**src/rtl/serial_link_pkg.sv**
```systemverilog
// Shared definitions for the 4-port serial link transmit side.
// Holds the transmitter state encoding, line-level constants and the
// frame-length helper used by anything that needs to reason about frame
// timing (start + address + data + stop).
package serial_link_pkg;

    typedef enum logic [2:0] {
        S_IDLE,
        S_START,
        S_ADDR,
        S_DATA,
        S_STOP,
        S_GAP
    } state_t;

    localparam int   ADDR_W    = 2;
    localparam int   NUM_PORTS = 4;
    localparam logic START_BIT = 1'b0;
    localparam logic STOP_BIT  = 1'b1;
    localparam logic IDLE_LVL  = 1'b1;

    // Cycles occupied by one frame on the line, excluding the idle gap.
    function automatic int frame_len(input int data_w);
        return 3 + data_w + 1;
    endfunction

endpackage

```
**src/rtl/rr_arbiter4.sv**
```systemverilog
// Four-way round-robin arbiter.
// The winner is the first asserted request searching upward from the port
// after the most recent winner (modulo 4). The pointer only moves when the
// caller accepts the current winner.
// Ports:
//   clk, rst    clock, asynchronous active-high reset
//   req_i       per-port request levels
//   accept_i    strobe: winner_o is being taken this cycle
//   winner_o    port number of the current winner (valid when valid_o)
//   valid_o     at least one request is asserted
module rr_arbiter4
    import serial_link_pkg::*;
(
    input  logic                 clk,
    input  logic                 rst,
    input  logic [NUM_PORTS-1:0] req_i,
    input  logic                 accept_i,
    output logic [ADDR_W-1:0]    winner_o,
    output logic                 valid_o
);

    logic [ADDR_W-1:0] last_q;
    logic [ADDR_W-1:0] idx;

    // Offset 4 wraps back to last_q itself, so a lone requester that just
    // won can still win again.
    always_comb begin
        winner_o = last_q;
        valid_o  = 1'b0;
        idx      = last_q;
        for (int i = 1; i <= NUM_PORTS; i++) begin
            idx = last_q + ADDR_W'(i);
            if (!valid_o && req_i[idx]) begin
                winner_o = idx;
                valid_o  = 1'b1;
            end
        end
    end

    // Reset to port 3 so that port 0 is searched first.
    always_ff @(posedge clk or posedge rst) begin
        if (rst) begin
            last_q <= 2'd3;
        end else if (accept_i) begin
            last_q <= winner_o;
        end
    end

endmodule

```
**src/rtl/serial_tx_arbiter.sv**
```systemverilog
// Transmit-side scheduler for the 4-port serial link.
// Four requesters share one serial line. Frames are sent LSB first as
// START(0), addr[0], addr[1], d[0]..d[DATA_W-1], STOP(1), followed by GAP
// idle-high cycles. Arbitration happens in IDLE or on the last GAP cycle, so
// back-to-back frames have a pitch of 4+DATA_W+GAP cycles.
// Ports:
//   clk, rst     clock, asynchronous active-high reset
//   req          per-port request level, held until its grant pulses
//   data_in      payloads, port n at [n*DATA_W +: DATA_W]
//   grant        one-hot one-cycle pulse marking the captured port
//   serial_out   registered serial line, idles high
//   busy         high from START through the last GAP cycle
//   cur_port     port of the frame in flight, holds when idle
module serial_tx_arbiter
    import serial_link_pkg::*;
#(
    parameter int DATA_W = 4,
    parameter int GAP    = 1
) (
    input  logic                        clk,
    input  logic                        rst,
    input  logic [NUM_PORTS-1:0]        req,
    input  logic [NUM_PORTS*DATA_W-1:0] data_in,
    output logic [NUM_PORTS-1:0]        grant,
    output logic                        serial_out,
    output logic                        busy,
    output logic [ADDR_W-1:0]           cur_port
);

    localparam int               CNT_W     = $clog2((DATA_W > 2) ? DATA_W : 2);
    localparam logic [CNT_W-1:0] DATA_LAST = CNT_W'(DATA_W - 1);
    localparam logic [CNT_W-1:0] ADDR_LAST = CNT_W'(ADDR_W - 1);
    localparam logic [3:0]       GAP_LAST  = 4'(GAP - 1);

    state_t                 state_q, state_d;
    logic [CNT_W-1:0]       cnt_q, cnt_d;
    logic [3:0]             gap_q, gap_d;
    logic                   ser_q, ser_d;
    logic [NUM_PORTS-1:0]   grant_q, grant_d;
    logic [ADDR_W-1:0]      cur_q, cur_d;
    logic [DATA_W-1:0]      sh_q, sh_d;
    logic                   arb_en;
    logic                   accept;
    logic [ADDR_W-1:0]      win;
    logic                   win_vld;

    rr_arbiter4 u_arb (
        .clk      (clk),
        .rst      (rst),
        .req_i    (req),
        .accept_i (accept),
        .winner_o (win),
        .valid_o  (win_vld)
    );

    // serial_out is registered, so each state loads the bit that the
    // *next* state puts on the line.
    always_comb begin
        state_d = state_q;
        cnt_d   = cnt_q;
        gap_d   = gap_q;
        ser_d   = ser_q;
        grant_d = '0;
        cur_d   = cur_q;
        sh_d    = sh_q;
        arb_en  = 1'b0;
        accept  = 1'b0;

        case (state_q)
            S_IDLE: arb_en = 1'b1;
            S_START: begin
                state_d = S_ADDR;
                ser_d   = cur_q[0];
                cnt_d   = '0;
            end
            S_ADDR: begin
                if (cnt_q == ADDR_LAST) begin
                    state_d = S_DATA;
                    ser_d   = sh_q[0];
                    sh_d    = sh_q >> 1;
                    cnt_d   = '0;
                end else begin
                    ser_d = cur_q[1];
                    cnt_d = cnt_q + CNT_W'(1);
                end
            end
            S_DATA: begin
                if (cnt_q == DATA_LAST) begin
                    state_d = S_STOP;
                    ser_d   = STOP_BIT;
                    cnt_d   = '0;
                end else begin
                    ser_d = sh_q[0];
                    sh_d  = sh_q >> 1;
                    cnt_d = cnt_q + CNT_W'(1);
                end
            end
            S_STOP: begin
                state_d = S_GAP;
                ser_d   = IDLE_LVL;
                gap_d   = '0;
            end
            S_GAP: begin
                if (gap_q == GAP_LAST) begin
                    arb_en = 1'b1;
                end else begin
                    gap_d = gap_q + 4'd1;
                end
            end
            default: begin
                state_d = S_IDLE;
                ser_d   = IDLE_LVL;
            end
        endcase

        // Arbitration overrides the per-state defaults above.
        if (arb_en) begin
            gap_d = '0;
            if (win_vld) begin
                accept  = 1'b1;
                state_d = S_START;
                ser_d   = START_BIT;
                cur_d   = win;
                grant_d = NUM_PORTS'(1) << win;
                for (int p = 0; p < NUM_PORTS; p++) begin
                    if (win == ADDR_W'(p)) begin
                        sh_d = data_in[p*DATA_W +: DATA_W];
                    end
                end
            end else begin
                state_d = S_IDLE;
                ser_d   = IDLE_LVL;
            end
        end
    end

    always_ff @(posedge clk or posedge rst) begin
        if (rst) begin
            state_q <= S_IDLE;
            cnt_q   <= '0;
            gap_q   <= '0;
            ser_q   <= IDLE_LVL;
            grant_q <= '0;
            cur_q   <= '0;
        end else begin
            state_q <= state_d;
            cnt_q   <= cnt_d;
            gap_q   <= gap_d;
            ser_q   <= ser_d;
            grant_q <= grant_d;
            cur_q   <= cur_d;
        end
    end

    // Payload shift register carries data only; control state decides
    // whether its contents are ever used.
    always_ff @(posedge clk) begin
        sh_q <= sh_d;
    end

    assign grant      = grant_q;
    assign serial_out = ser_q;
    assign busy       = (state_q != S_IDLE);
    assign cur_port   = cur_q;

endmodule

```
**config.mk**
```make
export PLATFORM = sky130hd
export DESIGN_NAME = serial_tx_arbiter
export DESIGN_NICKNAME = d
export VERILOG_FILES = /design/src/rtl/serial_link_pkg.sv /design/src/rtl/rr_arbiter4.sv /design/src/rtl/serial_tx_arbiter.sv
export SDC_FILE = /design/constraint.sdc
export NUM_CORES = 1
export LEC_CHECK = 0
export CAP_MARGIN = 20
export CORE_MARGIN = 4
export CORE_UTILIZATION = 30
export DETAILED_ROUTE_END_ITERATION = 8
export MAX_ROUTING_LAYER = met4
export SLEW_MARGIN = 5
export SYNTH_ARGS = -nofsm -noshare
export SYNTH_HDL_FRONTEND = slang
export SYNTH_HIERARCHICAL = 1
export SYNTH_SLANG_ARGS = --single-unit
```
**constraint.sdc**
```tcl
create_clock -name clk -period 2.45 [get_ports clk]
set_input_delay 0.3675 -clock clk [delete_from_list [all_inputs] [get_ports clk]]
set_output_delay 0.3675 -clock clk [all_outputs]
set_load 0.005 [all_outputs]
```
-- Word level (Yosys, flattened, before mapping)
Cells that the tools add are included.
- add/subtract/negate cells: 5
- $mul: 0
- div/mod/pow operators: 0
- order comparisons: 4
- eq/ne operators: 14
- shifts and indexed selects: 1
- muxes and demuxes: 47
- bitwise operators: 0
- reductions and logical operators: 16
- operators with widths (cell ; count):
    $mux W4 ; 12
    $mux W1 ; 16
    $pmux W4 S2 ; 2
    $pmux W3 S5 ; 1
    $lt A2 B3 Y1 const B ; 4
    $mux W2 ; 6
    $mux W3 ; 3
    $ne A3 B3 Y1 const B ; 3
    $reduce_bool A3 Y1 ; 3
    $bmux W1 S2 ; 4
    $eq A2 B2 Y1 const B ; 3
    $eq A3 B2 Y1 const B ; 2
    $eq A3 B3 Y1 const B ; 2
    $pmux W2 S3 ; 1
    $add A2 B1 Y2 const B ; 2
    $add A2 B2 Y2 const B ; 2
    $add A4 B1 Y4 const B ; 1
    $eq A2 B1 Y1 const B ; 2
    $logic_not A4 Y1 ; 1
    $pmux W1 S4 ; 1
    $reduce_and A2 Y1 ; 2
    $shl A1 B2 Y4 const A ; 1
    $eq A3 B1 Y1 const B ; 1
    $logic_and A1 B1 Y1 ; 3
    7 further kinds ; 9
- flip-flop bits (word level): 22
- latch bits: 0
- RAM bits: 0
- memory bits (read-only): 0
- output and inout port bits: 8
- logic and storage cells: 95
- memories kept: 0

-- Logic depth before layout (Yosys ltp)
- depth in word-level cells: 20
- depth in mapped cells: 8

-- Cells and area by module
The synthesis kept the hierarchy.
- modules (own cells, without submodules) (module ; instances ; cells each ; area an instance (µm²)):
    serial_tx_arbiter ; 1 ; 115 ; 1202.4
    rr_arbiter4 ; 1 ; 25 ; 198.9

-- Worst setup path after synthesis
No wires, ideal clock.
- path kind: input to register
- start: input req[1]
- end: register sh_q[1]
- library setup time: 0.118 ns
- arrival time: 1.620 ns
- path slack: 0.712 ns
- cell stages on the path: 7
- buffers on the path: 1
- path through: nor2b_2 > nor2_1 > o211ai_1 > buf_2 > mux4_2 > nor2_2 > a21oi_2
- word-level cells in the longest chain between the ends: 19
- ends and longest elaborated chain (element ; line ; source):
    start, declared ; serial_tx_arbiter.sv:22 ; input logic [NUM_PORTS-1:0] req,
    $bmux W1 S2 ; rr_arbiter4.sv:33 ; if (!valid_o && req_i[idx]) begin
    $mux W1 (implied by the code) ; rr_arbiter4.sv:33 ;
    $mux W1 ; rr_arbiter4.sv:33 ;
    $logic_not A1 Y1 ; rr_arbiter4.sv:33 ;
    $logic_and A1 B1 Y1 ; rr_arbiter4.sv:33 ;
    $mux W1 ; rr_arbiter4.sv:33 ;
    $logic_not A1 Y1 ; rr_arbiter4.sv:33 ;
    $logic_and A1 B1 Y1 ; rr_arbiter4.sv:33 ;
    [3 not listed] ; - ;
    $mux W2 (*) ; rr_arbiter4.sv:33 ;
    net win[0] ; serial_tx_arbiter.sv:44 ; logic [ADDR_W-1:0] win;
    $logic_not A2 Y1 ; serial_tx_arbiter.sv:126 ; if (win == ADDR_W'(p)) begin
    $mux W4 (3 in a row) ; serial_tx_arbiter.sv:126 ;
    $mux W4 (*) ; serial_tx_arbiter.sv:126 ;
    $mux W4 (*) ; serial_tx_arbiter.sv:119 ; if (win_vld) begin
    $mux W4 (*) ; serial_tx_arbiter.sv:117 ; if (arb_en) begin
    net sh_d[1] ; serial_tx_arbiter.sv:41 ; logic [DATA_W-1:0] sh_q, sh_d;
    end signal, assigned ; serial_tx_arbiter.sv:158 ; sh_q <= sh_d;
    end, declared ; serial_tx_arbiter.sv:41 ;
The timed path passes the listed nets; every way through them passes the cells marked *. The select of a mux whose other input is x is not followed.
A chain may end at the register's enable or synchronous reset.

-- Worst setup path in the final report
Ends and elaborated chain as after synthesis.

==> Implementation_results.wiki <==
{| class="wikitable"
! Metric !! Value
|-
| Count of yosys warnings during synthesis || 6
|-
| Number of hold buffers added after cts || 0
|-
| GRT Resource Usage Total || 0.1138
|-
| Number of standard cells after synthesis || 140
|-
| Routed wirelength normalized by instance count || 13.80 um
|-
| Final weighted congestion in routability-driven placement || 0.9427
|-
| Non-Filler Cell Area, Final || 1815 um2
|-
| Cell area after technology mapping || 1401 um2
|-
| DIE WIDTH || 76.35 um
|-
| Floorplan die area || 5829 um2
|-
| Critical Path Sink Type || flip-flop
|-
| Primary flip-flop cell chosen by synthesis mapping || sky130_fd_sc_hd__dfrtp_1
|-
| Worst-Margin Slew || 681.6 ps
|-
| Vertical die dimension || about 76 um
|-
| Pwr Density || 1049 nW/um2
|-
| Class of the tightest hold or removal check || input port to asynchronous set/reset pin
|-
| Share of the cycle needed by the critical path after routing || 0.8589
|-
| Post-layout minimum cycle time || roughly 2100 ps
|-
| Clk Latency, worst-skew pair || 260 ps
|-
| First-pass detailed-route iteration total || 4
|-
| Post-synth top area share || 0.2679
|-
| Via Count || 1135
|-
| Lkg Pwr || 0.7415 nW
|-
| Flop pwr share || 0.352
|-
| Sequential element share of the synthesized area || 0.3813
|-
| Max stage delay on crit path || roughly 530 ps
|-
| Cts repair resizes || 0
|-
| Biggest area consumer among synthesized cells || sky130_fd_sc_hd__dfrtp_1
|-
| Worst-case headroom to the max-slew limit || 0.5451
|-
| Max_cap viols || 0
|-
| Series of cell instances along the critical path || clkdlybuf4s50_1 -> nor2b_2 -> nor2_1 -> o211ai_1 -> buf_4 -> mux4_2 -> nor2_2 -> a21oi_2
|-
| CTS buffer count || 3
|-
| Final Slew Violations || 0
|-
| Run status || finished, final reports clean
|-
| Total Negative Setup Slacks || 0 ps
|-
| Share of synthesized registers carrying an async set or reset || 0.8182
|-
| Fraction of layout instances using a drive strength above 1 || 0.2000
|-
| Portion of total power attributed to the clock network || 0.179
|-
| Synthesized flop and latch total || 22
|-
| Antenna violations before repair || 0
|-
| Post-Place Cell Area || 1744 um2
|-
| Number of sinks handled by clock tree synthesis || 22
|-
| Antenna cell count || 0
|-
| Number of distinct library cell variants in the gate-level netlist after synthesis || 46
|-
| Top post-synthesis cells by area || sky130_fd_sc_hd__dfrtp_1 (27%), sky130_fd_sc_hd__mux4_2 (6.4%), sky130_fd_sc_hd__dfxtp_1 (5.7%), sky130_fd_sc_hd__dfstp_2 (5.6%), sky130_fd_sc_hd__ha_1 (4.5%)
|-
| Sw Share || 0.3652
|-
| Number of nets in the layout || between 150 and 200
|-
| Count of input and output buffers || 29
|-
| Int Power || 0.001209 W
|-
| Post-synth EDFFs || 0
|-
| Detail Route Antenna Nets || 0
|-
| Root Driver || sky130_fd_sc_hd__clkbuf_8
|-
| Synthesis-to-finish area growth || 29.55%
|-
| Setup Buffers After CTS || 0
|-
| Floorplan Core Area || 4444 um2
|-
| Setup-failing EPs final || 0
|-
| Number of hold violations in the final report || 0
|-
| Placement Rows || 24
|-
| Delay-heaviest family, CP || buffers and inverters
|-
| Crit path arrival time || about 2300 ps
|-
| Worst IR drop on VDD || 0.3001 mV
|-
| Maximum clock frequency || 475.2 MHz
|-
| I/O pin count || 30
|-
| Critical path fanouts, max || 9
|-
| Vias per cell || 5.113
|-
| Number of H-tree branching levels || 1
|-
| Total DRC errors in the routed layout || 0
|-
| Relative contribution of combinational cells to total power || 0.469
|-
| Max Root-Sink Buffers || 2
|-
| Critical path buffers and inverters || 2
|-
| Number of nets in the synthesized netlist || 167
|-
| Clock slew at reported path FFs || 80 ps
|-
| Clock tree from TritonCTS || yes
|-
| Cell with the largest stage delay on the worst path || sky130_fd_sc_hd__mux4_2
|-
| Pin count of the biggest net entering global routing || 19
|-
| Start-to-end type of the worst setup path || input port to flip-flop
|-
| Critical path data required time || 2610 ps
|-
| Count of routing violations after the opening detailed-route iteration || 36
|-
| HPWL after detailed placement || 2377 um
|-
| Initial core utilization || 0.3153
|-
| Switching power of the nets || 0.0006956 W
|-
| Unrepaired setup endpoints after global routing || false
|-
| Global-route wire length before repair || 5306 um
|-
| Synthesized area per cell || 10.01 um2
|-
| Total length of routed wires || 3064 um
|-
| Global route overflow || 0
|-
| Number of global-route vias before repair || 1151
|-
| Final Core Density || 0.4085
|-
| Startpoint type of the worst setup path || input port
|-
| Clock skew after layout || around 1.4 ps
|}
## kinds of logic after synthesis
logic type / Yosys count / synth area share
buffers and inverters: 19 / 0.06517
adders and majority gates: 5 / 0.04464
AOI/OAI and AO/OA: 37 / 0.1964
and+or+nand+nor: 47 / 0.2036
muxes: 10 / 0.1089
DFF: 22 / 0.3813
## per-layer routing
layer,wire length [um],vias to the layer above,global-route usage
li1,-,558,-
met1,1361,535,0.1348
met2,1486,37,0.1880
met3,180,5,0.03310
met4,36,0,0.03261
met5,0,-,-
## power groups by stage
stage	combinational [W]	clock [W]	sequential, W
global route	0.000985	0.000366	0.000699
detailed placement	0.000906	0	0.000676
floorplan	0.000725	0	0.000596
global placement	0.000877	0	0.000669
finish	0.000894	0.000341	0.000670
CTS	0.000912	0.000352	0.000672
## path summary, 6_finish.rpt
path | from | to | slack [ps] | cells after the start
max | req[1] | sh_q[1] | 350 | 8
min | rst | u_arb/last_q[1] | 450 | 2
max reg2reg | state_q[0] | u_arb/last_q[1] | 550 | 6
min reg2reg | sh_q[3] | sh_q[3] | 460 | 2
max in group asynchronous | rst | cur_port[1] | 1490 | 2
min in group clk | sh_q[3] | sh_q[3] | 460 | 2
## cells in the final DEF, fill, tap and decap left out, types with 2 or more instances in the layout
master,netlist,layout
sky130_fd_sc_hd__mux4_2,4,4
sky130_fd_sc_hd__nor2_2,2,2
sky130_fd_sc_hd__nor2_1,11,11
sky130_fd_sc_hd__a21oi_1,5,5
sky130_fd_sc_hd__ha_1,5,5
sky130_fd_sc_hd__o31ai_1,4,4
sky130_fd_sc_hd__nor3b_2,2,2
sky130_fd_sc_hd__clkbuf_8,0,3
sky130_fd_sc_hd__dfxtp_1,4,4
sky130_fd_sc_hd__inv_1,11,11
sky130_fd_sc_hd__nand2b_1,2,2
sky130_fd_sc_hd__dfrtp_1,15,15
sky130_fd_sc_hd__mux2i_1,4,4
sky130_fd_sc_hd__nor2b_1,6,6
sky130_fd_sc_hd__dfstp_2,3,3
sky130_fd_sc_hd__clkdlybuf4s50_1,0,29
sky130_fd_sc_hd__o21ai_0,10,10
sky130_fd_sc_hd__buf_4,1,5
sky130_fd_sc_hd__o211ai_1,3,3
sky130_fd_sc_hd__a31oi_1,3,3
sky130_fd_sc_hd__nand3_1,2,2
sky130_fd_sc_hd__nand2_1,11,11
sky130_fd_sc_hd__mux2_2,2,2
sky130_fd_sc_hd__a21oi_2,2,2
## area by class of cell
cell class / count / area, um2
clock buffers: 3 / 41.29
clock inverters: 1 / 30.03
fillers: 450 / 2629
inverters: 11 / 41.29
multi-input cells: 99 / 775.7
flip-flops and latches: 22 / 534.3
well taps: 52 / 65.06
repair buffers: 34 / 327.8
## worst reg2reg max path, cell delays in order, from the launching register on
cell and delay [ps]:
sky130_fd_sc_hd__dfrtp_1 680, sky130_fd_sc_hd__and4bb_4 360, sky130_fd_sc_hd__a41oi_4 170, sky130_fd_sc_hd__inv_1 110
sky130_fd_sc_hd__inv_1 90, sky130_fd_sc_hd__o31ai_2 280, sky130_fd_sc_hd__o41ai_2 120
## state kept, by name, summed over array words and instances (netlist names)
| signal | count |
|---|---|
| u_arb/last_q | 2 |
| gap_q | 4 |
| sh_q | 4 |
| serial_out | 1 |
| grant | 4 |
| cur_port | 2 |
| state_q | 3 |
| cnt_q | 2 |
## through the flow
step,hold slack [ps],cells,setup slack [ps],power [W]
6_report,445.3,222,345.7,0.001905
5_1_grt,456.8,222,252.6,0.002049
4_1_cts,437.0,222,356.8,0.001935
3_5_place_dp,451.0,218,93.77,0.001582
3_3_place_gp,445.5,218,147.7,0.001547
2_1_floorplan,279.0,140,712.1,0.001321
## Yosys cell counts (4+ instances only)
| master | number |
|---|---|
| sky130_fd_sc_hd__mux4_2 | 4 |
| sky130_fd_sc_hd__nor2b_1 | 6 |
| sky130_fd_sc_hd__o21ai_0 | 10 |
| sky130_fd_sc_hd__nand2_1 | 11 |
| sky130_fd_sc_hd__inv_1 | 11 |
| sky130_fd_sc_hd__ha_1 | 5 |
| sky130_fd_sc_hd__dfxtp_1 | 4 |
| sky130_fd_sc_hd__clkbuf_1 | 4 |
| sky130_fd_sc_hd__o31ai_1 | 4 |
| sky130_fd_sc_hd__dfrtp_1 | 15 |
| sky130_fd_sc_hd__mux2i_1 | 4 |
| sky130_fd_sc_hd__nor2_1 | 11 |
| sky130_fd_sc_hd__a21oi_1 | 5 |
(Power assumes the default switching activity.)
